==> config.mk <==
export PLATFORM = sky130hd
export DESIGN_NAME = xmem_req_ctrl
export DESIGN_NICKNAME = d
export VERILOG_FILES = /design/src/rtl/xmem_pkg.sv /design/src/rtl/xmem_req_fifo.sv /design/src/rtl/xmem_req_ctrl.sv
export SDC_FILE = /design/constraint.sdc
export NUM_CORES = 1
export LEC_CHECK = 0
export ABC_AREA = 1
export BUFFER_PORTS_ARGS = -buffer_cell sky130_fd_sc_hd__buf_2
export CORE_MARGIN = 5
export CORE_UTILIZATION = 55
export DETAILED_ROUTE_END_ITERATION = 10
export PLACE_DENSITY = 0.77
export SLEW_MARGIN = 20
export SYNTH_ARGS = -nofsm -noshare
export SYNTH_HDL_FRONTEND = slang
export SYNTH_SLANG_ARGS = --single-unit
==> constraint.sdc <==
create_clock -name clk -period 5.65 [get_ports clk]
set_input_delay 1.4125 -clock clk [delete_from_list [all_inputs] [get_ports clk]]
set_output_delay 1.4125 -clock clk [all_outputs]
set_load 0.01 [all_outputs]
==> src/rtl/xmem_pkg.sv <==
// Shared definitions for the external data memory request controller:
// FSM encoding, memory read latency and the request-entry layout.
package xmem_pkg;

    typedef enum logic [1:0] {
        IDLE  = 2'd0,
        ISSUE = 2'd1,
        DRAIN = 2'd2
    } xmem_state_e;

    // Clocks from the memory latching a read until its data sits on dm_bc_dt.
    localparam int XMEM_RD_LAT = 2;

    // A queued request is packed as {wrb, add, dt}, wrb in the MSB.
    function automatic int xmem_entry_w(input int add_w, input int dt_w);
        return 1 + add_w + dt_w;
    endfunction

    function automatic int xmem_entry_wrb_bit(input int add_w, input int dt_w);
        return add_w + dt_w;
    endfunction

    function automatic int xmem_entry_add_lsb(input int dt_w);
        return dt_w;
    endfunction

endpackage

==> src/rtl/xmem_req_fifo.sv <==
// Synchronous request FIFO; pointers wrap modulo depth and the count carries
// one extra bit so that full and empty are distinguishable.
module xmem_req_fifo #(
    parameter int WIDTH      = 8,
    parameter int DEPTH_LOG2 = 2
) (
    input  logic                  clk,
    input  logic                  rstb,
    input  logic                  push,
    input  logic [WIDTH-1:0]      push_data,
    input  logic                  pop,
    output logic [WIDTH-1:0]      pop_data,
    output logic                  full,
    output logic                  empty,
    output logic [DEPTH_LOG2:0]   count
);
    localparam int DEPTH = 2 ** DEPTH_LOG2;
    localparam logic [DEPTH_LOG2:0]   FULL_CNT = {1'b1, {DEPTH_LOG2{1'b0}}};
    localparam logic [DEPTH_LOG2:0]   CNT_ONE  = (DEPTH_LOG2+1)'(1);
    localparam logic [DEPTH_LOG2-1:0] PTR_ONE  = DEPTH_LOG2'(1);

    logic [WIDTH-1:0]      mem_q [DEPTH];
    logic [DEPTH_LOG2-1:0] wr_ptr_q, wr_ptr_d;
    logic [DEPTH_LOG2-1:0] rd_ptr_q, rd_ptr_d;
    logic [DEPTH_LOG2:0]   count_q, count_d;
    logic                  do_push, do_pop;

    assign full     = (count_q == FULL_CNT);
    assign empty    = (count_q == '0);
    assign count    = count_q;
    assign pop_data = mem_q[rd_ptr_q];

    always_comb begin
        do_push  = push && !full;
        do_pop   = pop && !empty;
        wr_ptr_d = wr_ptr_q;
        rd_ptr_d = rd_ptr_q;
        count_d  = count_q;
        if (do_push) begin
            wr_ptr_d = wr_ptr_q + PTR_ONE;
        end
        if (do_pop) begin
            rd_ptr_d = rd_ptr_q + PTR_ONE;
        end
        case ({do_push, do_pop})
            2'b10:   count_d = count_q + CNT_ONE;
            2'b01:   count_d = count_q - CNT_ONE;
            default: count_d = count_q;
        endcase
    end

    always_ff @(posedge clk or negedge rstb) begin
        if (!rstb) begin
            wr_ptr_q <= '0;
            rd_ptr_q <= '0;
            count_q  <= '0;
        end else begin
            wr_ptr_q <= wr_ptr_d;
            rd_ptr_q <= rd_ptr_d;
            count_q  <= count_d;
        end
    end

    // Entry storage is never read while empty, so it carries no reset.
    always_ff @(posedge clk) begin
        if (do_push) begin
            mem_q[wr_ptr_q] <= push_data;
        end
    end

endmodule

==> src/rtl/xmem_req_ctrl.sv <==
// Request controller in front of the single-port external data memory.
// Optional XMEM_PERF_CNT_EN adds saturating read/write issue counters.
module xmem_req_ctrl
    import xmem_pkg::*;
#(
    parameter int DMA_SIZE        = 3,
    parameter int DMD_SIZE        = 4,
    parameter int FIFO_DEPTH_LOG2 = 2
) (
    input  logic                clk,
    input  logic                rstb,
    input  logic                req_vld,
    output logic                req_rdy,
    input  logic                req_wrb,
    input  logic [DMA_SIZE-1:0] req_add,
    input  logic [DMD_SIZE-1:0] req_dt,
    output logic                rsp_vld,
    output logic [DMD_SIZE-1:0] rsp_dt,
    input  logic                flush,
    output logic                idle,
    output logic                ps_dm_cslt,
    output logic                ps_dm_wrb,
    output logic [DMA_SIZE-1:0] dg_dm_add,
    output logic [DMD_SIZE-1:0] bc_dt,
    input  logic [DMD_SIZE-1:0] dm_bc_dt
`ifdef XMEM_PERF_CNT_EN
    ,
    output logic [15:0]         rd_cnt,
    output logic [15:0]         wr_cnt
`endif
);
    localparam int ENT_W   = xmem_entry_w(DMA_SIZE, DMD_SIZE);
    localparam int WRB_BIT = xmem_entry_wrb_bit(DMA_SIZE, DMD_SIZE);
    localparam int ADD_LSB = xmem_entry_add_lsb(DMD_SIZE);

    logic                     fifo_push, fifo_pop, fifo_full, fifo_empty;
    logic [ENT_W-1:0]         fifo_din, fifo_dout;
    logic [FIFO_DEPTH_LOG2:0] fifo_count;

    logic                     head_wrb;
    logic [DMA_SIZE-1:0]      head_add;
    logic [DMD_SIZE-1:0]      head_dt;
    logic                     rd_on_bus;
    logic                     drained;

    xmem_state_e              state_q, state_d;
    logic                     cslt_q, cslt_d;
    logic                     wrb_q, wrb_d;
    logic [DMA_SIZE-1:0]      add_q, add_d;
    logic [DMD_SIZE-1:0]      dt_q, dt_d;
    logic [XMEM_RD_LAT-1:0]   rd_pipe_q, rd_pipe_d;
    logic                     rsp_vld_q, rsp_vld_d;
    logic [DMD_SIZE-1:0]      rsp_dt_q, rsp_dt_d;

    assign req_rdy   = !fifo_full && !flush;
    assign fifo_push = req_vld && req_rdy;
    assign fifo_din  = {req_wrb, req_add, req_dt};

    assign head_wrb  = fifo_dout[WRB_BIT];
    assign head_add  = fifo_dout[ADD_LSB +: DMA_SIZE];
    assign head_dt   = fifo_dout[DMD_SIZE-1:0];

    assign fifo_pop  = ((state_q == ISSUE) || (state_q == DRAIN)) && !fifo_empty;
    assign rd_on_bus = cslt_q && !wrb_q;
    assign drained   = fifo_empty && (rd_pipe_q == '0);

    xmem_req_fifo #(
        .WIDTH      (ENT_W),
        .DEPTH_LOG2 (FIFO_DEPTH_LOG2)
    ) u_fifo (
        .clk       (clk),
        .rstb      (rstb),
        .push      (fifo_push),
        .push_data (fifo_din),
        .pop       (fifo_pop),
        .pop_data  (fifo_dout),
        .full      (fifo_full),
        .empty     (fifo_empty),
        .count     (fifo_count)
    );

    always_comb begin
        state_d = state_q;
        case (state_q)
            IDLE: begin
                if (!fifo_empty) begin
                    state_d = ISSUE;
                end
            end
            ISSUE: begin
                if (flush) begin
                    state_d = DRAIN;
                end else if (drained) begin
                    state_d = IDLE;
                end
            end
            DRAIN: begin
                if (drained) begin
                    state_d = IDLE;
                end
            end
            default: state_d = IDLE;
        endcase

        // Address and write data park on their last values between requests.
        cslt_d = 1'b0;
        wrb_d  = 1'b0;
        add_d  = add_q;
        dt_d   = dt_q;
        if (fifo_pop) begin
            cslt_d = 1'b1;
            wrb_d  = head_wrb;
            add_d  = head_add;
            dt_d   = head_dt;
        end

        // A read on the bus in cycle N returns dm_bc_dt sampled at the end of N+2.
        rd_pipe_d = {rd_pipe_q[XMEM_RD_LAT-2:0], rd_on_bus};
        rsp_vld_d = rd_pipe_q[XMEM_RD_LAT-1];
        rsp_dt_d  = rd_pipe_q[XMEM_RD_LAT-1] ? dm_bc_dt : rsp_dt_q;
    end

    always_ff @(posedge clk or negedge rstb) begin
        if (!rstb) begin
            state_q   <= IDLE;
            cslt_q    <= 1'b0;
            wrb_q     <= 1'b0;
            add_q     <= '0;
            dt_q      <= '0;
            rd_pipe_q <= '0;
            rsp_vld_q <= 1'b0;
            rsp_dt_q  <= '0;
        end else begin
            state_q   <= state_d;
            cslt_q    <= cslt_d;
            wrb_q     <= wrb_d;
            add_q     <= add_d;
            dt_q      <= dt_d;
            rd_pipe_q <= rd_pipe_d;
            rsp_vld_q <= rsp_vld_d;
            rsp_dt_q  <= rsp_dt_d;
        end
    end

    assign ps_dm_cslt = cslt_q;
    assign ps_dm_wrb  = wrb_q;
    assign dg_dm_add  = add_q;
    assign bc_dt      = dt_q;
    assign rsp_vld    = rsp_vld_q;
    assign rsp_dt     = rsp_dt_q;
    assign idle       = (state_q == IDLE) && (fifo_count == '0) && (rd_pipe_q == '0);

`ifdef XMEM_PERF_CNT_EN
    logic [15:0] rd_cnt_q, rd_cnt_d;
    logic [15:0] wr_cnt_q, wr_cnt_d;

    function automatic logic [15:0] sat_inc16(input logic [15:0] v);
        return (v == 16'hFFFF) ? v : v + 16'd1;
    endfunction

    // Counted at pop, i.e. the edge that drives the request onto the bus.
    always_comb begin
        rd_cnt_d = rd_cnt_q;
        wr_cnt_d = wr_cnt_q;
        if (fifo_pop && !head_wrb) begin
            rd_cnt_d = sat_inc16(rd_cnt_q);
        end
        if (fifo_pop && head_wrb) begin
            wr_cnt_d = sat_inc16(wr_cnt_q);
        end
    end

    always_ff @(posedge clk or negedge rstb) begin
        if (!rstb) begin
            rd_cnt_q <= '0;
            wr_cnt_q <= '0;
        end else begin
            rd_cnt_q <= rd_cnt_d;
            wr_cnt_q <= wr_cnt_d;
        end
    end

    assign rd_cnt = rd_cnt_q;
    assign wr_cnt = wr_cnt_q;
`endif

endmodule

==> impl_results.rst <==
.. list-table::
   :header-rows: 1

   * - Metric
     - Value
   * - Sequential element share of the synthesized area
     - 0.635
   * - Total vias in the final route
     - 1489
   * - Peak supply drop
     - 0.317 mV
   * - Antenna violations before repair
     - 0
   * - Die Outline Area
     - 5990 um2
   * - Remaining global-route overflow
     - 0
   * - Diodes inserted
     - 0
   * - Global placer's final weighted congestion
     - 0.751
   * - Core Rows
     - 24
   * - Number of synthesized register bits
     - 57
   * - Power per unit of standard cell area
     - 602 nW/um2
   * - Peak fanout along the critical path
     - 3
   * - Result of the run
     - finished clean
   * - Clock latency reported for the late side of the worst-skew pair
     - 340 ps
   * - Final worst hold slack
     - 374 ps
   * - Path class of the lowest-slack min-delay path
     - reg -> reg
   * - Number of max-capacitance violations reported
     - 0
   * - Count of instances resized after the clock tree is built
     - 0
   * - CTS tree
     - yes
   * - Slowest stage cell, crit path
     - a21oi_4
   * - Leakage
     - 1.22 nW
   * - DIE HEIGHT
     - 77.4 um
   * - Largest net degree at the start of global routing
     - 26
   * - Required time reported for the critical path endpoint
     - 4240 ps
   * - Root buffer cell
     - clkbuf_8
   * - Syn_area_per_cell
     - 12.2 um2
   * - Total number of yosys warnings
     - 0
   * - Final hold violation count
     - 0
   * - Accumulated negative setup slack
     - 0 ps
   * - Detailed Place HPWL
     - 2.68 mm
   * - Number of violations reported at the end of detailed-routing iteration 0
     - 89
   * - Quantity of I/O buffers inserted on ports
     - 31
   * - Total iterations of the first detailed-routing run
     - 4
   * - Most common cell after layout, fill and taps aside
     - nor2_1
   * - Detailed-route wire length
     - 4.20 mm
   * - Drt wl/cell
     - 14.0 um
   * - Startpoint type of the worst setup path
     - input pin
   * - Number of nets in the layout
     - 269
   * - Max frequency
     - 306 MHz
   * - Clock transition time at the flip-flop clock pins of the worst setup and hold paths
     - 60 ps
   * - Tightest slew margin relative to the limit
     - 0.430
   * - Syn Std Cell Area
     - 2500 um2
   * - Start-to-end type of the worst setup path
     - in -> out
   * - Die Span X
     - 77.4 um
   * - Number of different library cells in the post-synthesis netlist
     - 27
   * - Dominant delay contributor by cell family on the critical path
     - buffers and inverters
   * - Hold-fix buffer count after cts
     - 0
   * - Number of nets still failing antenna checks after routing
     - 0
   * - Biggest area contributors in the synthesized netlist
     - edfxtp_1 38%, dfrtp_1 25%, nor2_1 7.4%
   * - DRC violations left
     - 0
   * - Total routing resource utilization after global routing
     - 0.163
   * - Critical Path Max Stage Delay
     - 160 ps
   * - Number of global-route vias before repair
     - 1554
   * - Cell type with the largest total area after synthesis
     - edfxtp_1
   * - Mean number of vias per cell
     - 4.96
   * - Area of the core region
     - 4380 um2
   * - Setup violators final
     - 0
   * - Share of the synthesized area in the top cell type
     - 0.385
   * - Critical path, cell by cell
     - buf_2, a21oi_4, buf_2
   * - Max-slew violation count
     - 0
   * - Syn Nets
     - 231
   * - Inserted Clock Buffers
     - 9
   * - RSZ-0062 raised after global routing
     - false
   * - Clock tree sinks
     - 57
   * - Initial standard-cell utilization of the core
     - 0.570
   * - Critical Path AT
     - 1860 ps
   * - Most used cells in the layout excluding fill and tap cells
     - 49 x nor2_1, 32 x edfxtp_1, 31 x buf_2
   * - CP Capture Type
     - output port
   * - Setup clock skew after layout
     - 6.23 ps
   * - Slew at the pin closest to its max-slew limit
     - 852 ps
   * - First-pass GRT wire length
     - 7.36 mm
   * - Area overhead of the layout relative to synthesis
     - 14.9%
   * - Min cycle time layout
     - 3270 ps
   * - Most used cell, CP
     - buf_2
   * - Level count of the clock H-tree
     - 3
   * - Layout cells sized above 1
     - 0.306
   * - Post-synthesis cell count
     - 205
   * - Clock Path Buffers
     - 2
   * - Buffers and inverters on the worst path
     - 2
   * - Buffers inserted during post-CTS setup optimization
     - 0
   * - Fin crit share
     - 0.579
   * - I/O pin count
     - 32
[path summary, 6_finish.rpt]
check | from | end | slack, ps | depth (start not counted)
worst min register to register | rd_pipe_q[0] | rd_pipe_q[1] | 370 | 0
worst max register to register | state_q[0] | u_fifo.count[2] | 3380 | 9
worst max-delay path | flush | req_rdy | 2380 | 3
max in group asynchronous | rstb | rd_pipe_q[0] | 4190 | 1
worst min-delay path | rd_pipe_q[0] | rd_pipe_q[1] | 370 | 0
min in group asynchronous | rstb | ps_dm_wrb | 1070 | 1
[layout make-up]
cell class / count / area [um2]
Clock buffer: 11 / 141
Fill cell: 352 / 1520
Inverter: 17 / 73.8
Sequential cell: 57 / 1590
Tap cell: 52 / 65.1
Multi-Input combinational cell: 127 / 792
Timing Repair Buffer: 31 / 155
Clock inverter: 5 / 55.1
[cell usage after synthesis, drive strengths merged]
library cell and count:
a21oi 10, buf 4, dfrtp 25, edfxtp 32, fa 1, ha 9, inv 17, mux2 5
nand2 17, nand3 3, nor2 59, o21a 1, o21ai 18, xnor2 1, xor2 3
[routing by layer]
layer | up-vias | wire length (um) | GRT usage
li1 | 752 | - | -
met1 | 699 | 1710 | 0.181
met2 | 30 | 2140 | 0.269
met3 | 8 | 258 | 0.0741
met4 | 0 | 90 | 0.0687
met5 | - | 0 | 0
[registers in the layout, indices dropped and copies added (netlist names)]
| register | cells |
|---|---|
| u_fifo.mem_q | 32 |
| bc_dt | 4 |
| rsp_dt | 4 |
| dg_dm_add | 3 |
| u_fifo.count | 3 |
| rd_pipe_q | 2 |
| state_q | 2 |
| u_fifo.rd_ptr_q | 2 |
| u_fifo.wr_ptr_q | 2 |
| ps_dm_cslt | 1 |
| ps_dm_wrb | 1 |
| rsp_vld | 1 |
[where the power goes]
part	internal, W	switching, W
logic	0.000276	0.000402
registers	0.000563	0.000112
clock network	0.000214	0.000159
[per-stage QoR]
step                instances  total power, W   util  worst slack [ps]  instance area (um2)
floorplan                 205         0.00122      -              2660                 2500
global placement          284         0.00134  0.610              2380                 2670
detailed placement        284         0.00137  0.610              2370                 2670
CTS                       300         0.00176  0.654              2370                 2870
global route              300         0.00187  0.654              2350                 2870
finish                    300         0.00173  0.654              2380                 2870
[worst reg2reg max path, stage by stage, from the launching register on]
cell and delay (ps):
dfrtp_1 420, inv_1 90, ha_1 370, nand2_8 170, inv_8 80, ha_1 240
fa_1 380, a21oi_1 130, o21ai_0 120, xor2_1 150
[logic make-up (layout without fill, tap and decap cells)]
family / count (synthesis) / after routing / synth area share
adders and majority gates: 10 / 10 / 0.0531
buffers and inverters: 21 / 64 / 0.0476
AOI/OAI and AO/OA: 29 / 29 / 0.0741
and+or+nand+nor: 79 / 79 / 0.150
xor gates and xnor gates: 4 / 4 / 0.0170
DFF: 57 / 57 / 0.635
muxes: 5 / 5 / 0.0225
Note: power is estimated with default switching activity, not from simulation.
